File: src/rtl/poly_add_ctrl.sv
// poly_add_ctrl: streams A[i]+B[i] pairs through an external modular adder into a
// destination memory; write-back is paced purely by the adder's valid, not a fixed delay.
module poly_add_ctrl #(
    parameter int N  = 256,
    parameter int AW = 8
) (
    input  logic          clk,
    input  logic          rst,
    input  logic          start_i,
    output logic          busy_o,
    output logic          done_o,
    output logic          rd_en_o,
    output logic [AW-1:0] rd_addr_o,
    input  logic [11:0]   a_rdata_i,
    input  logic [11:0]   b_rdata_i,
    output logic [11:0]   add_op1_o,
    output logic [11:0]   add_op2_o,
    output logic          add_valid_o,
    input  logic [11:0]   add_result_i,
    input  logic          add_valid_i,
    output logic          wr_en_o,
    output logic [AW-1:0] wr_addr_o,
    output logic [11:0]   wr_data_o
);
    typedef enum logic [1:0] {IDLE, ISSUE, DRAIN, DONE} state_t;
    state_t        r_state;
    logic [AW-1:0] r_rd_cnt;
    logic [AW-1:0] r_wr_cnt;
    logic          r_add_valid;
    logic          w_busy;
    logic          w_wr;
    logic          w_rd_last;
    logic          w_wr_last;
    assign w_busy    = (r_state == ISSUE) || (r_state == DRAIN);
    assign w_wr      = add_valid_i && w_busy;
    assign w_rd_last = r_rd_cnt == AW'(N - 1);
    assign w_wr_last = r_wr_cnt == AW'(N - 1);
    // Counters saturate at N-1 so a stray adder valid can never wrap into address 0.
    always_ff @(posedge clk) begin
        if (rst) begin
            r_state     <= IDLE;
            r_rd_cnt    <= '0;
            r_wr_cnt    <= '0;
            r_add_valid <= 1'b0;
        end else begin
            r_add_valid <= r_state == ISSUE;
            if (w_wr && !w_wr_last) r_wr_cnt <= r_wr_cnt + 1'b1;
            case (r_state)
                IDLE: if (start_i) begin
                    r_state  <= ISSUE;
                    r_rd_cnt <= '0;
                    r_wr_cnt <= '0;
                end
                ISSUE: begin
                    if (!w_rd_last) r_rd_cnt <= r_rd_cnt + 1'b1;
                    if (w_wr && w_wr_last) r_state <= DONE;
                    else if (w_rd_last) r_state <= DRAIN;
                end
                DRAIN: if (w_wr && w_wr_last) r_state <= DONE;
                default: r_state <= IDLE;
            endcase
        end
    end
    assign busy_o      = w_busy;
    assign done_o      = r_state == DONE;
    assign rd_en_o     = r_state == ISSUE;
    assign rd_addr_o   = rd_en_o ? r_rd_cnt : '0;
    assign add_valid_o = r_add_valid;
    assign add_op1_o   = r_add_valid ? a_rdata_i : '0;
    assign add_op2_o   = r_add_valid ? b_rdata_i : '0;
    assign wr_en_o     = w_wr;
    assign wr_addr_o   = w_wr ? r_wr_cnt : '0;
    assign wr_data_o   = w_wr ? add_result_i : '0;
endmodule

File: config.mk
export PLATFORM = sky130hd
export DESIGN_NAME = poly_add_ctrl
export DESIGN_NICKNAME = d
export VERILOG_FILES = /design/src/rtl/poly_add_ctrl.sv
export SDC_FILE = /design/constraint.sdc
export NUM_CORES = 1
export LEC_CHECK = 0
export ABC_AREA = 1
export BUFFER_PORTS_ARGS = -buffer_cell sky130_fd_sc_hd__buf_2
export CORE_ASPECT_RATIO = 0.9
export CORE_MARGIN = 2
export CORE_UTILIZATION = 43
export DETAILED_ROUTE_END_ITERATION = 6
export PLACE_DENSITY = 0.83
export SYNTH_ARGS = -nofsm -noshare
export SYNTH_HDL_FRONTEND = slang
export SYNTH_SLANG_ARGS = --single-unit
File: constraint.sdc
create_clock -name clk -period 2 [get_ports clk]
set_clock_uncertainty 0.1 [all_clocks]
set_input_delay 0.1 -clock clk [delete_from_list [all_inputs] [get_ports clk]]
set_output_delay 0.1 -clock clk [all_outputs]
set_load 0.02 [all_outputs]
# Word-level counts from Yosys, hierarchy flattened
# Index checks and enable logic that the tools add are counted.
# totals
ff_bits	19
word_cells	40
# op_classes
muxes	16
n_addsub	2
n_eq_ne	9
reduce_logical	9
# ops
cell	count
8-bit 2-to-1 mux	7
12-bit 2-to-1 mux	3
8-bit by 1-bit adder with 8-bit output (second input constant)	2
8-bit == test (second input constant)	2
8-bit case mux with 2 select lines	1
2-bit 2-to-1 mux	4
2-bit case mux with 3 select lines	1
3-bit AND reduction	2
2-bit == test (second input constant)	2
2-bit != test (second input constant)	2
1-bit logical AND	3
3-bit by 1-bit != test with 1-bit output (second input constant)	1
2-bit by 1-bit == test with 1-bit output (second input constant)	1
2-bit zero test	1
2-bit by 1-bit != test with 1-bit output (second input constant)	1
2-bit nonzero test	1
1-bit zero test	1
1-bit logical OR	1

# Longest topological paths before layout
# depth
word_depth	7
ltp_mapped	11

# Worst setup path before layout
# Ideal clock, no wire load.
# synth_timing
kind	flip-flop to flip-flop
start	register r_state[0]
end	register r_wr_cnt[7]
path_slack_ns	0.264
stages_incl_launch_ff	9
setup_ns	0.070
path_buffers	0
arrival_ns	1.566
path_cell_list	dfxtp_1 -> inv_1 -> ha_1 -> nand2_2 -> nor3_4 -> nand3_1 -> nor2_1 -> nand2_1 -> a21oi_1
# synth_between
elab_chain_len	7
elab_cells_between_ends	9
cone_classes	eq/ne (2); mux (3); reduce/logical (4)
# synth_rtl
element	line	text
start: declaration	26	state_t r_state;
start signal: assignment	41	r_state <= IDLE;
start signal: assignment	50	r_state <= ISSUE;
start signal: assignment	56	if (w_wr && w_wr_last) r_state <= DONE;
2-bit by 1-bit == test with 1-bit output or 2-bit == test (tied branches)	34	assign w_busy = (r_state == ISSUE) || (r_state == DRAIN);
1-bit logical OR (*)	34	
named net busy_o	10	output logic busy_o,
1-bit logical AND (*)	35	assign w_wr = add_valid_i && w_busy;
1-bit logical AND (*)	47	if (w_wr && !w_wr_last) r_wr_cnt <= r_wr_cnt + 1'b1;
8-bit 2-to-1 mux (*)	47	
8-bit 2-to-1 mux	49	IDLE: if (start_i) begin
8-bit 2-to-1 mux (*)	48	case (r_state)
end signal: assignment	47	
end: declaration	28	logic [AW-1:0] r_wr_cnt;
# The timed path passes the listed nets; every way through them passes the cells marked *.
# A chain may end at the register's enable or synchronous reset.

# Worst setup path after layout
# layout_timing
start	register r_state[0]
end	output port wr_data_o[0]
# layout_between
elab_chain_len	4
elab_cells_between_ends	5
cone_classes	eq/ne (2); mux (1); reduce/logical (2)
# layout_rtl
element	line	text
2-bit by 1-bit == test with 1-bit output or 2-bit == test (tied branches)	34	
1-bit logical OR (*)	34	
1-bit logical AND (*)	35	
12-bit 2-to-1 mux (*)	73	assign wr_data_o = w_wr ? add_result_i : '0;
end: declaration	23	output logic [11:0] wr_data_o
# Mark *: on every way between the ends. The rest lies on a longest branch, timed or not.

==> flow_summary.yaml <==
run_status:
  status: "finished, final reports clean"
global_route:
  track_usage: 0.168
  grt_max_degree: 26
  use_met1: 0.199
  met3_usage: 0.0445
  grt-busiest-layer: "met2"
  grt_pass1_vias: 1324
  antenna_found_initial: 0
  grt_pass1_wl_um: 5420
  gr-usage-met2: 0.323
  grt-ovfl-total: 0
timing:
  setup_violations: 0
  fmax_mhz: 554
  drv_slew: 0
  worstMarginPinSlew_ns: 0.701
  slew_headroom: 0.532
  grt_setup_unrepaired: "no"
  min_period_ns: 1.81
  tns_ns: 0
  period_share: 0.903
  hold_viol: 0
worst_setup_path:
  r2r_slack_ns: 0.29
  crit_required_ns: 1.80
  path_cells: "inv_1 > ha_4 > nand2_4 > buf_4 > nor2_1 > buf_2"
  slowest_stage: "dfxtp_1"
  endpoint_kind: "output pin"
  r2r_start: "r_state[0]"
  path_class: "reg2out"
  slowest_delay_ns: 0.39
  cp.arrival_ns: 1.61
  worstPathMaxFanout: 12
  crit_family: "buffers and inverters"
  path_buf_inv: 3
  r2r_cells: 8
  crit_path_start_kind: "flop"
  rr_endpoint: "r_wr_cnt[7]"
synth:
  ys_seq_elements: 19
  yosysWarnings: 0
  synth_top_area_share: 0.249
  synth_area_leaders: "dfxtp_1, inv_1, nand2_1"
  ys_types: 24
  syn_nets: 313
  seq_area_frac_synth: 0.249
  yosysTopAreaCell: "dfxtp_1"
  avgSynthCellArea_um2: 5.73
  syn_inst: 266
  synthesis.area_um2: 1530
cts:
  numCtsBuffers: 3
  cts_sinks: 19
  clkTransAtPathRegs_ns: 0.07
  clk_path_buf_depth: 2
  clk_latency_ns: 0.26
  post-cts-setup-buffers: 0
  h-tree-depth: 1
  cts_tree: "done"
  cts_root_buf: "clkbuf_8"
finish:
  fin_util: 0.630
  final_cell_mix: "buf_2, inv_1, nand2_1, nor2_1, dfxtp_1"
  antenna_cells: 0
  fillCellCount: 338
  syn_to_final_growth_pct: 39.5
  final_common_cell: "buf_2"
  finalNetCount: 412
  drive_gt1_frac: 0.346
hold_path:
  min_path_type: "in2reg"
  hold_depth: 4
  holdCritStartpoint: "start_i"
  whs_endpoint: "r_wr_cnt[3]"
floorplan:
  start_util: 0.451
  fp.dieArea_um2: 4040
  rows: 20
  die_h_um: 60.5
  core_area_um2: 3380
  io_pins: 97
  die_x_um: 66.8
power:
  ir_drop_mv: 0.567
  p_leak_uw: 0.00144
  p_per_area_nw_per_um2: 844
route:
  finalWirelength_um: 3550
  drc_errors: 0
  first_iter_violations: 47
  antenna_left: 0
  vias_per_cell: 4.35
  num_vias: 1775
  post_drt_wl_per_cell_um: 8.71
  dr.pass1.iters: 4
place:
  io_buffers: 96
  hpwlAfterDp_um: 2980
  place.gp.congestion: 0.853
job:
  cap_violations: 0
==> synthesized netlist by cell type (all sizes together) <==
master and instances:
a211oi 1, a21oi 12, buf 1, clkbuf 4
clkinv 1, dfxtp 19, ha 7, inv 76
nand2 75, nand3 9, nand4 5, nor2 41
nor3 2, o21ai 12, xnor2 1
==> registers in the layout (all words and copies together), names as in the netlist <==
signal,cells
r_wr_cnt,8
r_state,2
add_valid_o,1
r_rd_cnt,8
==> layout make-up <==
type                       instances  area [um2]  share of cell area
inverter                          77         290               0.136
timing repair buffer              99         505               0.238
tap                               44        55.1              0.0259
clock buffer                       4        45.0              0.0212
sequential                        19         380               0.179
multi-input combinational        165         852               0.400
==> cell families (layout without fill, tap and decap cells) <==
family	after synthesis	after routing	synth area share
buffers and inverters	82	180	0.203
XOR/XNOR	1	1	0.00574
AND/OR/NAND/NOR	132	132	0.400
adder cells (fa/ha/maj)	7	7	0.0574
flip-flops	19	19	0.249
AO/OA/AOI/OAI	25	25	0.0837
==> timing repair <==
item                       in CTS  in global routing
hold buffers                    1                  0
setup endpoints to repair       0                 12
gates resized for setup         0                  2
hold endpoints to repair        3                  0
==> power by group <==
group          leakage [uW]  total [uW]  internal (uW)  switching [uW]
registers          0.000154         489            421            68.4
logic               0.00126        1030            355             679
clock network     0.0000228         272            142             130
==> worst reg2reg max path: cells and delay by family (launching register included) <==
family | cells | cell delay [ns]
AOI/OAI and AO/OA | 1 | 0.13
adders and majority gates | 1 | 0.30
buffers and inverters | 1 | 0.12
DFF | 1 | 0.39
and+or+nand+nor | 5 | 0.61
==> worst max-delay path by stage <==
| stage | cells past startpoint | from | endpoint |
|---|---|---|---|
| 2_1_floorplan | 8 | r_state[0] | r_wr_cnt[7] |
| 6_report | 6 | r_state[0] | wr_data_o[0] |
| 5_1_grt | 6 | r_state[1] | rd_addr_o[6] |
| 3_3_place_gp | 8 | r_state[0] | r_wr_cnt[7] |
| 4_1_cts | 6 | r_state[0] | wr_data_o[0] |
| 3_5_place_dp | 8 | r_state[0] | r_wr_cnt[7] |
==> per-layer routing <==
layer | wire length (um) | share of wire
met3 | 298 | 0.084
met1 | 1480 | 0.42
met5 | 0 | 0
met4 | 10 | 0.0028
met2 | 1770 | 0.50
==> metrics by stage <==
stage                     setup WS [ns]  hold WS [ns]  power (uW)  std cells  instance area, um2
after floorplan                   0.264        0.0691        1200        266                1530
after global placement            0.257         0.249        1480        403                2060
after detailed placement          0.183         0.249        1500        403                2060
after CTS                        0.0432         0.153        1780        408                2110
after global routing             0.0604         0.171        1960        408                2130
final                             0.194         0.148        1800        408                2130
(Power assumes the default switching activity.)
